### config.mk
export PLATFORM = sky130hd
export DESIGN_NAME = queen_solution_collector
export DESIGN_NICKNAME = d
export VERILOG_FILES = /design/src/rtl/queen_solution_collector.sv
export SDC_FILE = /design/constraint.sdc
export NUM_CORES = 1
export LEC_CHECK = 0
export ABC_AREA = 1
export CAP_MARGIN = 40
export CELL_PAD_IN_SITES_DETAIL_PLACEMENT = 0
export CELL_PAD_IN_SITES_GLOBAL_PLACEMENT = 1
export CORE_MARGIN = 2
export CORE_UTILIZATION = 46
export DETAILED_ROUTE_END_ITERATION = 12
export GPL_TIMING_DRIVEN = 0
export PLACE_DENSITY = 0.9
export SKIP_CTS_REPAIR_TIMING = 1
export SYNTH_ARGS = -nofsm -noshare
export SYNTH_HDL_FRONTEND = slang
export SYNTH_SLANG_ARGS = --single-unit
### constraint.sdc
create_clock -name clk -period 8.7 [get_ports clk]
set_clock_uncertainty 0.1 [all_clocks]
set_input_delay 1.305 -clock clk [delete_from_list [all_inputs] [get_ports clk]]
set_output_delay 1.305 -clock clk [all_outputs]
set_load 0.1 [all_outputs]
### src/rtl/queen_solution_collector.sv
// Captures an eight-queen placement from the solver readout, re-checks it pairwise,
// then streams the board out over valid/ready with sticky legal/err/no_sol/dropped status.
module queen_solution_collector #(
  parameter int N = 8,
  parameter int W = $clog2(N)
) (
  input  logic         clk,
  input  logic         rst,
  input  logic         clear,
  input  logic         in_valid,
  input  logic [W-1:0] in_col,
  input  logic [W-1:0] in_row,
  input  logic         in_last,
  input  logic         no_answer,
  output logic         out_valid,
  input  logic         out_ready,
  output logic [W-1:0] out_col,
  output logic [W-1:0] out_row,
  output logic         out_last,
  output logic         busy,
  output logic         legal,
  output logic         err,
  output logic         no_sol,
  output logic         dropped
);

  localparam logic [W-1:0] LAST_IDX = W'(N - 1);
  localparam logic [W-1:0] PEN_IDX  = W'(N - 2);

  typedef enum logic [2:0] {
    S_IDLE,
    S_COLLECT,
    S_CHECK,
    S_STREAM,
    S_ERR,
    S_NOSOL
  } state_t;

  state_t       state, state_d;
  logic [W-1:0] rows [N];
  logic [N-1:0] mask;
  logic [N-1:0] col_hot;
  logic [N-1:0] mask_next;
  logic [W-1:0] pi, pj;
  logic [W-1:0] k;

  logic wr_en, chk_start, chk_adv, beat_adv, stream_done;
  logic set_err, set_legal, set_no_sol, set_dropped;

  // Pairwise checker: one (pi, pj) pair per cycle, only ever run on a full mask.
  logic [W-1:0] row_i, row_j, col_gap;
  logic [W:0]   row_diff, row_dist;
  logic         conflict;
  logic         last_pair;

  assign row_i     = rows[pi];
  assign row_j     = rows[pj];
  assign col_gap   = pj - pi;
  assign row_diff  = {1'b0, row_i} - {1'b0, row_j};
  assign row_dist  = row_diff[W] ? -row_diff : row_diff;
  assign conflict  = (row_i == row_j) || (row_dist == {1'b0, col_gap});
  assign last_pair = (pi == PEN_IDX) && (pj == LAST_IDX);

  assign col_hot   = N'(1) << in_col;
  assign mask_next = mask | col_hot;

  assign busy      = (state == S_COLLECT) || (state == S_CHECK) || (state == S_STREAM);
  assign out_valid = (state == S_STREAM);
  assign out_col   = out_valid ? k : '0;
  assign out_row   = out_valid ? rows[k] : '0;
  assign out_last  = out_valid && (k == LAST_IDX);

  always_ff @(posedge clk or negedge rst) begin
    if (!rst) begin
      state <= S_IDLE;
    end else begin
      state <= state_d;
    end
  end

  always_comb begin
    // NOTE: every output of this block gets a default first, so no path can infer a latch.
    state_d     = state;
    wr_en       = 1'b0;
    chk_start   = 1'b0;
    chk_adv     = 1'b0;
    beat_adv    = 1'b0;
    stream_done = 1'b0;
    set_err     = 1'b0;
    set_legal   = 1'b0;
    set_no_sol  = 1'b0;
    set_dropped = 1'b0;

    if (clear) begin
      state_d = S_IDLE;
    end else begin
      case (state)
        S_IDLE, S_COLLECT: begin
          if (no_answer) begin
            set_no_sol = 1'b1;
            state_d    = S_NOSOL;
          end else if (in_valid) begin
            wr_en   = 1'b1;
            state_d = S_COLLECT;
            if (in_last) begin
              if (&mask_next) begin
                chk_start = 1'b1;
                state_d   = S_CHECK;
              end else begin
                set_err = 1'b1;
                state_d = S_ERR;
              end
            end
          end
        end
        S_CHECK: begin
          set_dropped = in_valid;
          if (conflict) begin
            set_err = 1'b1;
            state_d = S_ERR;
          end else if (last_pair) begin
            set_legal = 1'b1;
            state_d   = S_STREAM;
          end else begin
            chk_adv = 1'b1;
          end
        end
        S_STREAM: begin
          set_dropped = in_valid;
          if (out_ready) begin
            beat_adv = 1'b1;
            if (k == LAST_IDX) begin
              stream_done = 1'b1;
              state_d     = S_IDLE;
            end
          end
        end
        S_ERR, S_NOSOL: state_d = state;
        default:        state_d = S_IDLE;
      endcase
    end
  end

  always_ff @(posedge clk or negedge rst) begin
    if (!rst) begin
      // NOTE: the row store is small flop storage and reads out as zero after reset, so it is reset too.
      for (int i = 0; i < N; i++) rows[i] <= '0;
      mask    <= '0;
      pi      <= '0;
      pj      <= '0;
      k       <= '0;
      legal   <= 1'b0;
      err     <= 1'b0;
      no_sol  <= 1'b0;
      dropped <= 1'b0;
    end else if (clear) begin
      mask    <= '0;
      k       <= '0;
      legal   <= 1'b0;
      err     <= 1'b0;
      no_sol  <= 1'b0;
      dropped <= 1'b0;
    end else begin
      if (wr_en) begin
        rows[in_col] <= in_row;
        mask         <= mask_next;
        legal        <= 1'b0;
      end

      if (chk_start) begin
        pi <= '0;
        pj <= W'(1);
      end else if (chk_adv) begin
        if (pj == LAST_IDX) begin
          pi <= pi + W'(1);
          pj <= pi + W'(2);
        end else begin
          pj <= pj + W'(1);
        end
      end

      if (set_legal) begin
        legal <= 1'b1;
        k     <= '0;
      end else if (beat_adv) begin
        k <= stream_done ? '0 : k + W'(1);
      end

      if (stream_done) mask    <= '0;
      if (set_err)     err     <= 1'b1;
      if (set_no_sol)  no_sol  <= 1'b1;
      if (set_dropped) dropped <= 1'b1;
    end
  end

endmodule
After elaboration in Yosys (flattened, before gate mapping)
Index checks and enable logic that the tools add are counted.
{"block": "word_totals", "register_bits": 48, "input_bits": 13, "out_inout_bits": 13, "word_cells": 158}
{"block": "op_classes", "addsub": 7, "n_lt_le_gt_ge": 5, "n_eq_ne": 15, "shift": 1, "muxes": 84, "bitwise_logic": 6, "reduce_logical": 23}
{"operator": "$mux 3", "count": 28}
{"operator": "$mux 1", "count": 45}
{"operator": "$bmux 3 s3", "count": 3}
{"operator": "$bwmux 24", "count": 1}
{"operator": "$mux 8", "count": 3}
{"operator": "$ge 4x4->1 const B", "count": 4}
{"operator": "$not 3->4", "count": 4}
{"operator": "$eq 3x3->1 const B", "count": 5}
{"operator": "$pmux 3 s4", "count": 1}
{"operator": "$reduce_bool 2->1", "count": 5}
{"operator": "$add 3x1->3 const B", "count": 3}
{"operator": "$demux 3 s3", "count": 1}
{"operator": "$reduce_bool 3->1", "count": 3}
{"operator": "$ne 4x4->1 const B", "count": 2}
{"operator": "$or 8x8->8", "count": 1}
{"operator": "$reduce_and 8->1", "count": 1}
{"operator": "$shl 1x3->8 const A", "count": 1}
{"operator": "$eq 3x2->1 const B", "count": 2}
{"operator": "$ne 3x2->1 const B", "count": 2}
{"operator": "$reduce_or 2->1", "count": 3}
{"operator": "$reduce_and 5->1", "count": 1}
{"operator": "$eq 4x3->1", "count": 1}
{"operator": "$lt 4x1->1 const B", "count": 1}
{"operator": "$mux 4", "count": 1}
{"operator": "14 further kinds", "count": 19}

Logic depth before layout (Yosys ltp)
{"block": "logic_depth", "word_depth": 14, "ltp_mapped": 23, "ltp_nobuf": 23}

Least setup slack after synthesis
No wires, ideal clock.
{"block": "synth_timing", "kind": "register to output", "from": "register state[2]", "to": "output port out_row[0]", "arrival_ns": 3.945, "required_time_ns": 7.295, "slack_ns": 3.350, "path_stages_with_launch": 8, "n_path_buf": 0, "path_cell_list": "dfrtp_1 inv_1 nand2_1 nor2_2 inv_1 nor2_1 nand2_1 nand2_1"}
{"block": "synth_via", "elab_chain_len": 2}
{"element": "start, declared", "line_no": "39", "rtl": "state_t state, state_d;"}
{"element": "start signal, assigned", "line_no": "77", "rtl": "state <= state_d;"}
{"element": "$eq 3x2->1", "line_no": "68", "rtl": "assign out_valid = (state == S_STREAM);"}
{"element": "named net out_valid", "line_no": "15", "rtl": "output logic out_valid,"}
{"element": "$mux 3", "line_no": "70", "rtl": "assign out_row = out_valid ? rows[k] : '0;"}
{"element": "end, declared", "line_no": "18", "rtl": "output logic [W-1:0] out_row,"}
The timed path passes the listed nets, and every way through them passes these cells.

Worst setup path after layout
{"block": "layout_timing", "from": "register state[2]", "to": "output port out_row[0]"}
{"block": "layout_via", "elab_chain_len": 2}
{"element": "$eq 3x2->1", "line_no": "68"}
{"element": "$mux 3", "line_no": "70"}
Every way passes these cells.

==> metrics <==
run status finished clean; worst-margin pin slew approximately 670 ps; Yosys top cell by area dfrtp_1; cell area after synthesis roughly 3300 sq um; # rows 31; initial drt markers 237; R2R Path End k[0]$_DFFE_PN0P_; ANT cells 0; DRT antenna net count 0; CP Data Arrival Time 2600 ps; Die W 89.3 um; RSZ-0062 raised after global routing no; # setup viols final 0; crit path buf inv count 4; nets@finish 551; vias in the first global route ~2900; CP most frequent cell nand2_1; worst flop-to-flop path startpoint pi[0]$_DFFE_PN0P_; Setup CP Type register to output port; worst r2r path cells 17; Cells after Synth 483; Yosys reg bits 48; slew margin rel. 0.556; post-synth cell types 35; sequential cell area 1200 sq um; Power, Total 664 uW; Clock Sink Count 48; Flop pwr share 0.414; drt wl/cell 13.5 um; Pre-antenna DRT Iters 5; post-synth net total 509; CP max FO 7; Yosys Warn Count 0; largest net degree at the start of global routing 29; Routed WL 8.44 mm; r2r setup slk 4800 ps; fin crit share 0.460; crit end category output port; Slew Viols, Final 0; Port Buffer Count 21; CP Cell Sequence inv_1 > nand2_1 > nor2_2 > inv_1 > nor2_1 > nand2_1 > nand2_1 > clkdlybuf4s50_1 > buf_8; data required time at the worst endpoint 7300 ps; # IOs 26; Post-DP HPWL 6.61 mm; Internal 415 uW; final core area utilization 0.561; CTS Buf Count 5; share of layout cells above drive strength 1 0.116; GRT Total Usage 0.227; Worst Setup Start Kind register; Initial Util 0.469; Root Buffer clkbuf_8; post-route setup TNS 0 ps; P_leak 1.92 nW; gr ovfl total 0; VDD IR max 0.112 mV; Max Clk Rate 250 MHz; area of the multi-input gates between 1500 and 2000 sq um; DR DRC count 0; first-pass GRT wire length 14.0 mm; hold path endpoint rows[6]$_DFFE_PN0P_; post-synth top area share 0.359; htree depth 2; hold path depth 2; Critical Path Max Stage Delay 520 ps; die height 89.3 um; logic gate share of total power 0.343; hold wc startpoint rows[6]$_DFFE_PN0P_; PwrDens 166 nW/um^2; drt via density 5.18; core area slightly above 7000 sq um; sequential area share after synthesis 0.359; Design Area, Final 4010 sq um; initial antenna violation count 0; Clk pwr share 0.243; max cap viols 0; later-pin clock latency in the skew report roughly 300 ps; hold_ws 393 ps; most area-consuming cells after synthesis dfrtp_1 (36%), o21ai_0 (12%), nand2_1 (12%); gp weighted congestion 0.830; Final Hold Fails 0; Slowest cell on crit path clkdlybuf4s50_1; Worst Hold Class register to register; switching part of the total 0.375; area delta synth->final 19.6%; Placement Cell Area about 4000 sq um; Sw Pwr 249 uW; routed vias 3235; clk slew on worst S/H paths ~90 ps; Avg Cell Area, Syn 6.93 sq um; Fillers 726; die area 7980 sq um; delay-heaviest family, CP buffers and inverters; CTS tree yes; CTS Buffer Depth 2; Final min period 4010 ps
[area by class of cell]
class,instances,area share
tap,99,0.0309
sequential,48,0.300
timing repair buffer,35,0.105
buffer,14,0.0147
clock inverter,3,0.0106
clock buffer,5,0.0172
multi-input combinational,351,0.455
inverter,70,0.0662
[cell families (layout without fill, tap and decap cells)]
family	after synthesis	after routing	share of synthesized area
AND/OR/NAND/NOR	207	207	0.285
AO/OA/AOI/OAI	129	129	0.201
buffers and inverters	84	127	0.0967
flip-flops	48	48	0.359
adder cells (fa/ha/maj)	13	13	0.0530
XOR/XNOR	2	2	0.00523
[per-layer routing]
metal | share of wire | vias to the layer above | GRT usage
met1 | 0.47 | 1466 | 0.317
met4 | 0.0069 | 0 | 0.0407
met3 | 0.050 | 6 | 0.0314
met5 | 0 | - | 0
met2 | 0.48 | 100 | 0.380
li1 | - | 1663 | -
[power groups by stage]
stage | Sequential (mW) | Clock, mW | Combinational, mW
2_1_floorplan | 0.272 | 0 | 0.169
3_3_place_gp | 0.276 | 0 | 0.215
3_5_place_dp | 0.277 | 0 | 0.227
4_1_cts | 0.273 | 0.167 | 0.228
5_1_grt | 0.278 | 0.179 | 0.258
6_report | 0.275 | 0.161 | 0.228
[flip-flops by register name, indices dropped and copies added (netlist names), 3 cells and up]
name / cells
k: 3
state: 3
mask: 8
rows: 24
pj: 3
pi: 3
[how the worst max path moves through the flow]
stage | from | end | slack (ps) | cells past startpoint
after floorplan | state[2]$_DFFE_PN0P_ | out_row[0] | 3350 | 7
after global placement | state[2]$_DFFE_PN0P_ | out_row[0] | 4640 | 8
after detailed placement | pi[0]$_DFFE_PN0P_ | k[0]$_DFFE_PN0P_ | 4860 | 17
after CTS | state[2]$_DFFE_PN0P_ | out_row[0] | 4710 | 9
after global routing | state[2]$_DFFE_PN0P_ | out_row[0] | 4550 | 9
final | state[2]$_DFFE_PN0P_ | out_row[0] | 4690 | 9
[cell usage after synthesis, drive strengths merged]
cell    count
nand2     112
o21ai      84
inv        67
dfrtp      48
nor2       46
a21oi      35
nand3      33
ha         11
nand4      11
clkbuf      9
buf         5
a31oi       3
clkinv      3
o21a        3
fa          2
nor3        2
o211ai      2
or2         2
nand3b      1
o21bai      1
o22ai       1
xnor2       1
xor2        1
[metrics by stage]
step	instances	setup slack (ps)
finish	625	4690
global route	625	4550
CTS	625	4710
detailed placement	617	4860
global placement	603	4640
floorplan	483	3350
[worst reg2reg max path, delay by kind of cell (launching register included)]
kind / cells / cell delay, ps
adder cells (fa/ha/maj): 3 / 1100
AND/OR/NAND/NOR: 8 / 890
buffers and inverters: 3 / 770
AO/OA/AOI/OAI: 3 / 490
flip-flops: 1 / 460
[placed cells by master, fill, tap and decap left out, drive strengths merged, types with 4 or more instances in the layout]
| cell type | count |
|---|---|
| o21ai | 84 |
| clkbuf | 14 |
| a21oi | 35 |
| buf | 20 |
| clkdlybuf4s50 | 20 |
| nand4 | 11 |
| clkinv | 4 |
| nor2 | 46 |
| nand2 | 112 |
| dfrtp | 48 |
| ha | 11 |
| inv | 67 |
| nand3 | 33 |
Note: power is estimated with default switching activity, not from simulation.
